==> config.mk <==
export PLATFORM = sky130hd
export DESIGN_NAME = bit_serial_adder
export DESIGN_NICKNAME = d
export VERILOG_FILES = /design/src/rtl/bit_serial_adder_pkg.sv /design/src/rtl/add_all.sv /design/src/rtl/bit_serial_adder.sv
export SDC_FILE = /design/constraint.sdc
export NUM_CORES = 1
export LEC_CHECK = 0
export BUFFER_PORTS_ARGS = -buffer_cell sky130_fd_sc_hd__buf_2
export CORE_ASPECT_RATIO = 1.5
export CORE_MARGIN = 3
export CORE_UTILIZATION = 25
export CTS_CLUSTER_SIZE = 14
export DETAILED_ROUTE_END_ITERATION = 8
export HOLD_SLACK_MARGIN = 0.06
export MAX_ROUTING_LAYER = met4
export PLACE_DENSITY_LB_ADDON = 0.12
export SLEW_MARGIN = 20
export SYNTH_ARGS = -nofsm -noshare
export SYNTH_HDL_FRONTEND = slang
export SYNTH_SLANG_ARGS = --single-unit
==> constraint.sdc <==
create_clock -name clk -period 2.4 [get_ports clk]
set_input_delay 0.48 -clock clk [delete_from_list [all_inputs] [get_ports clk]]
set_output_delay 0.48 -clock clk [all_outputs]
set_load 0.02 [all_outputs]
==> src/rtl/bit_serial_adder_pkg.sv <==
// Shared definitions for the bit-serial adder: FSM state encoding and default width.
package bit_serial_adder_pkg;

    typedef enum logic [1:0] {
        IDLE = 2'd0,
        RUN  = 2'd1,
        DONE = 2'd2
    } state_e;

    localparam int DEFAULT_WIDTH = 8;

endpackage

==> src/rtl/add_all.sv <==
// One-bit full adder used as the arithmetic cell of serial datapaths.
module add_all (
    output logic sum,
    output logic carry,
    input  logic a,
    input  logic b,
    input  logic cin
);

    assign sum   = a ^ b ^ cin;
    assign carry = (a & b) | (a & cin) | (b & cin);

endmodule

==> src/rtl/bit_serial_adder.sv <==
// Bit-serial adder: latches two operands on start and adds them LSB first,
// one bit per clock, through a single full adder.
module bit_serial_adder
    import bit_serial_adder_pkg::*;
#(
    parameter int WIDTH = DEFAULT_WIDTH
) (
    input  logic             clk,
    input  logic             rst_n,
    input  logic             start,
    input  logic [WIDTH-1:0] a,
    input  logic [WIDTH-1:0] b,
    input  logic             cin,
    output logic             busy,
    output logic             done,
    output logic [WIDTH-1:0] sum,
    output logic             cout
);

    localparam int CNT_W = $clog2(WIDTH);
    localparam logic [CNT_W-1:0] LAST_BIT = CNT_W'(WIDTH - 1);

    state_e             state_q;
    logic [WIDTH-1:0]   a_q, b_q, res_q, res_d, sum_q;
    logic [CNT_W-1:0]   cnt_q;
    logic               carry_q, cout_q, busy_q, done_q;
    logic               fa_sum, fa_carry;

    add_all u_fa (
        .sum   (fa_sum),
        .carry (fa_carry),
        .a     (a_q[cnt_q]),
        .b     (b_q[cnt_q]),
        .cin   (carry_q)
    );

    // Result register with the current bit written in place, so the exit
    // edge can publish the complete word in one step.
    always_comb begin
        // NOTE: default every combinational output first so no path infers a latch.
        res_d        = res_q;
        res_d[cnt_q] = fa_sum;
    end

    always_ff @(posedge clk) begin
        // NOTE: state uses non-blocking assignments only; reset here is synchronous
        // and clears the whole datapath, which is small enough to be worth it.
        if (!rst_n) begin
            state_q <= IDLE;
            a_q     <= '0;
            b_q     <= '0;
            res_q   <= '0;
            cnt_q   <= '0;
            carry_q <= 1'b0;
            sum_q   <= '0;
            cout_q  <= 1'b0;
            busy_q  <= 1'b0;
            done_q  <= 1'b0;
        end else begin
            case (state_q)
                IDLE: begin
                    done_q <= 1'b0;
                    if (start) begin
                        a_q     <= a;
                        b_q     <= b;
                        carry_q <= cin;
                        cnt_q   <= '0;
                        busy_q  <= 1'b1;
                        state_q <= RUN;
                    end
                end
                RUN: begin
                    res_q   <= res_d;
                    carry_q <= fa_carry;
                    if (cnt_q == LAST_BIT) begin
                        sum_q   <= res_d;
                        cout_q  <= fa_carry;
                        busy_q  <= 1'b0;
                        done_q  <= 1'b1;
                        state_q <= DONE;
                    end else begin
                        cnt_q <= cnt_q + CNT_W'(1);
                    end
                end
                DONE: begin
                    done_q  <= 1'b0;
                    state_q <= IDLE;
                end
                default: begin
                    busy_q  <= 1'b0;
                    done_q  <= 1'b0;
                    state_q <= IDLE;
                end
            endcase
        end
    end

    assign busy = busy_q;
    assign done = done_q;
    assign sum  = sum_q;
    assign cout = cout_q;

endmodule

==> flow_summary.json <==
{
  "status": "finished, final reports clean",
  "cts_hold_buf": 0,
  "drv_slew": 0,
  "synth_area_um2": 1861,
  "drc": 0,
  "start_kind": "register",
  "dpl.hpwl_um": 3343,
  "dr.pass1.iters": 4,
  "wirelength_um": 4622,
  "setup_viol": 0,
  "path_cells": "mux2_2, a22oi_1, o221a_2, fa_1, nand2b_1, o221ai_1, a21oi_1",
  "numPortBuffers": 30,
  "power_density_nw_per_um2": 603.7,
  "ios": 31,
  "cp-end-kind": "register",
  "synth_edf_count": 0,
  "clkPwrFrac_pct": 33.1,
  "ys_seq_area_share_pct": 44.12,
  "synth_compound_area_share_pct": 18.36,
  "rows": 37,
  "hold_path_class": "input pin to register",
  "drt.antenna.violating_nets": 0,
  "cp_max_fo": 7,
  "track_usage_pct": 12.10,
  "p_seq_share_pct": 54.5,
  "async_flop_share_pct": 0,
  "rsz0062_at_grt": "no",
  "synth_area_per_cell_um2": 8.457,
  "cts_inserted_buffers": 5,
  "max-vdd-ir-drop_uv": 186.2,
  "intPower_mw": 0.9730,
  "die_area_um2": 8534,
  "fmax_mhz": 457.9,
  "synth_top_family_by_area": "simple AND/OR/NAND/NOR gates",
  "synth.area.mux_share_pct": 4.640,
  "synth.area.top_cells": "dfxtp_1 (44%), nand2_1 (8.7%), a21oi_1 (7.8%)",
  "max_stage_delay_ns": 0.45,
  "synth-xor-area-share_pct": 0,
  "grt_pass1_wl_um": 7962,
  "routedWlPerCell_um": 13.28,
  "cts.path.max_buffers": 2,
  "final_nets": 273,
  "tightest_slew_ns": 0.6403,
  "ys.flop_type": "dfxtp_1",
  "tns_ns": 0,
  "p_switching_mw": 0.3490,
  "cellLeakagePower_nw": 0.8492,
  "swShare_pct": 26.40,
  "finClkSkew_ns": 0.007177,
  "p_comb_share_pct": 12.4,
  "die_w_um": 76.44,
  "cp.required_ns": 2.63,
  "gp_congestion": 0.7620,
  "synth_most_common_cell": "nand2_1",
  "synth_fa_ha_area_share_pct": 2.421,
  "synth.distinct_cells": 34,
  "clock-sinks": 41,
  "first_global_vias": 1531,
  "cap_violations": 0,
  "hold_slack_ns": 0.4203,
  "syn_nets": 243,
  "syn_to_final_growth_pct": 17.69,
  "yosys.area_share.simple_pct": 24.34,
  "via_per_inst": 4.463,
  "synthTopCellsByCount": "nand2_1 (43), dfxtp_1 (41), nor2_1 (30)",
  "dr_total_vias": 1553,
  "synth_top_area_share_pct": 44.12,
  "ys_warn_count": 0,
  "drtIter0Drc": 60,
  "antenna_found_initial": 0,
  "coreArea_um2": 7037,
  "grt_max_degree": 40,
  "min_period_ns": 2.184,
  "clk_latency_ns": 0.29,
  "hold_viol": 0,
  "power.total_mw": 1.322,
  "crit_type": "register to register",
  "cp_data_arrival_time_ns": 2.41,
  "ys_seq_elements": 41,
  "post-route-period-util_pct": 90.99,
  "gr-total-overflow": 0,
  "yosys.area.top_type": "dfxtp_1",
  "fillerInstances": 804,
  "synth_cells": 220,
  "cts-root-buf": "clkbuf_8",
  "cts.clk_slew.worst_paths_ns": 0.08,
  "cts_tree": "done",
  "drive_above_1_share_pct": 23.90,
  "diodes": 0,
  "start_util_pct": 26.44,
  "chipHeight_um": 111.7,
  "cts_max_level": 2,
  "max_slew_margin_pct": 57.27,
  "crit_slowest_cell": "fa_1"
}
## kinds of logic (layout without fill, tap and decap cells)
family                     after synthesis  in the layout
muxes                                    6              6
DFF                                     41             41
adders and majority gates                3              3
and+or+nand+nor                         96             96
AOI/OAI and AO/OA                       55             55
buffers and inverters                   19             50
## final timing paths
path | from | endpoint | slack (ns) | cells past startpoint
worst min-delay path | a[4] | a_q[4] | 0.42 | 3
worst min register to register | sum[7] | sum[7] | 0.45 | 2
worst max register to register | cnt_q[2] | sum[1] | 0.22 | 7
worst max-delay path | cnt_q[2] | sum[1] | 0.22 | 7
## registers in the layout (all words and copies together) (netlist names)
signal / count
res_q: 8
done: 1
a_q: 8
cnt_q: 3
carry_q: 1
sum: 8
busy: 1
cout: 1
b_q: 8
state_q: 2
## cell type report
type	instances	area (um2)	area share [%]
Sequential cell	41	827.0	37.77
Inverter	4	15.01	0.6857
Clock inverter	2	10.01	0.4571
Tap cell	97	121.4	5.543
Timing Repair Buffer	38	214.0	9.771
Clock buffer	6	72.57	3.314
Multi-Input combinational cell	160	929.6	42.46
## routing by layer
layer | up-vias | track usage [%] | wire length, um
li1 | 817 | - | -
met1 | 707 | 14.13 | 2050
met2 | 24 | 20.14 | 2392
met3 | 5 | 2.427 | 116
met4 | 0 | 5.079 | 63
met5 | - | - | 0
## power groups by stage
| stage | sequential, mW | clock [mW] | combinational, mW |
|---|---|---|---|
| 2_1_floorplan | 0.734 | 0 | 0.112 |
| 3_3_place_gp | 0.738 | 0 | 0.164 |
| 3_5_place_dp | 0.738 | 0 | 0.165 |
| 4_1_cts | 0.722 | 0.464 | 0.166 |
| 5_1_grt | 0.725 | 0.492 | 0.188 |
| 6_report | 0.721 | 0.437 | 0.164 |
## cell usage in the layout (no fill, tap or decap), types with 2 or more instances in the layout
cell type	n
o221ai_1	6
a21oi_1	29
nor2_1	30
buf_2	30
nor3_2	4
nand2b_1	4
dfxtp_1	38
a31oi_1	2
clkinv_2	2
nor2b_1	3
o21ai_0	4
clkbuf_8	5
mux2i_1	2
a211oi_1	9
nand2_1	43
ha_1	2
or2b_1	2
inv_1	4
nand3b_1	2
mux4_2	2
dfxtp_2	2
buf_4	7
a2bb2oi_1	2
nor4b_1	2
## through the flow
stage | util [%] | cells | instance area (um2) | worst slack (ns)
2_1_floorplan | - | 220 | 1861 | 0.03515
3_3_place_gp | 29.75 | 340 | 2093 | 0.1788
3_5_place_dp | 29.75 | 340 | 2093 | 0.1236
4_1_cts | 30.92 | 348 | 2176 | 0.1182
5_1_grt | 31.12 | 348 | 2190 | 0.004161
6_report | 31.12 | 348 | 2190 | 0.2161
## critical path, delay by kind of cell (launching register included)
family,cells,cell delay (ns)
AO/OA/AOI/OAI,4,0.73
adder cells (fa/ha/maj),1,0.45
flip-flops,1,0.39
multiplexers,1,0.35
AND/OR/NAND/NOR,1,0.20
## repair_timing
item	CTS	global route
endpoints found under the setup margin	0	8
setup buffers	0	0
resized for setup	0	6
Power figures use the tool's default switching activity.
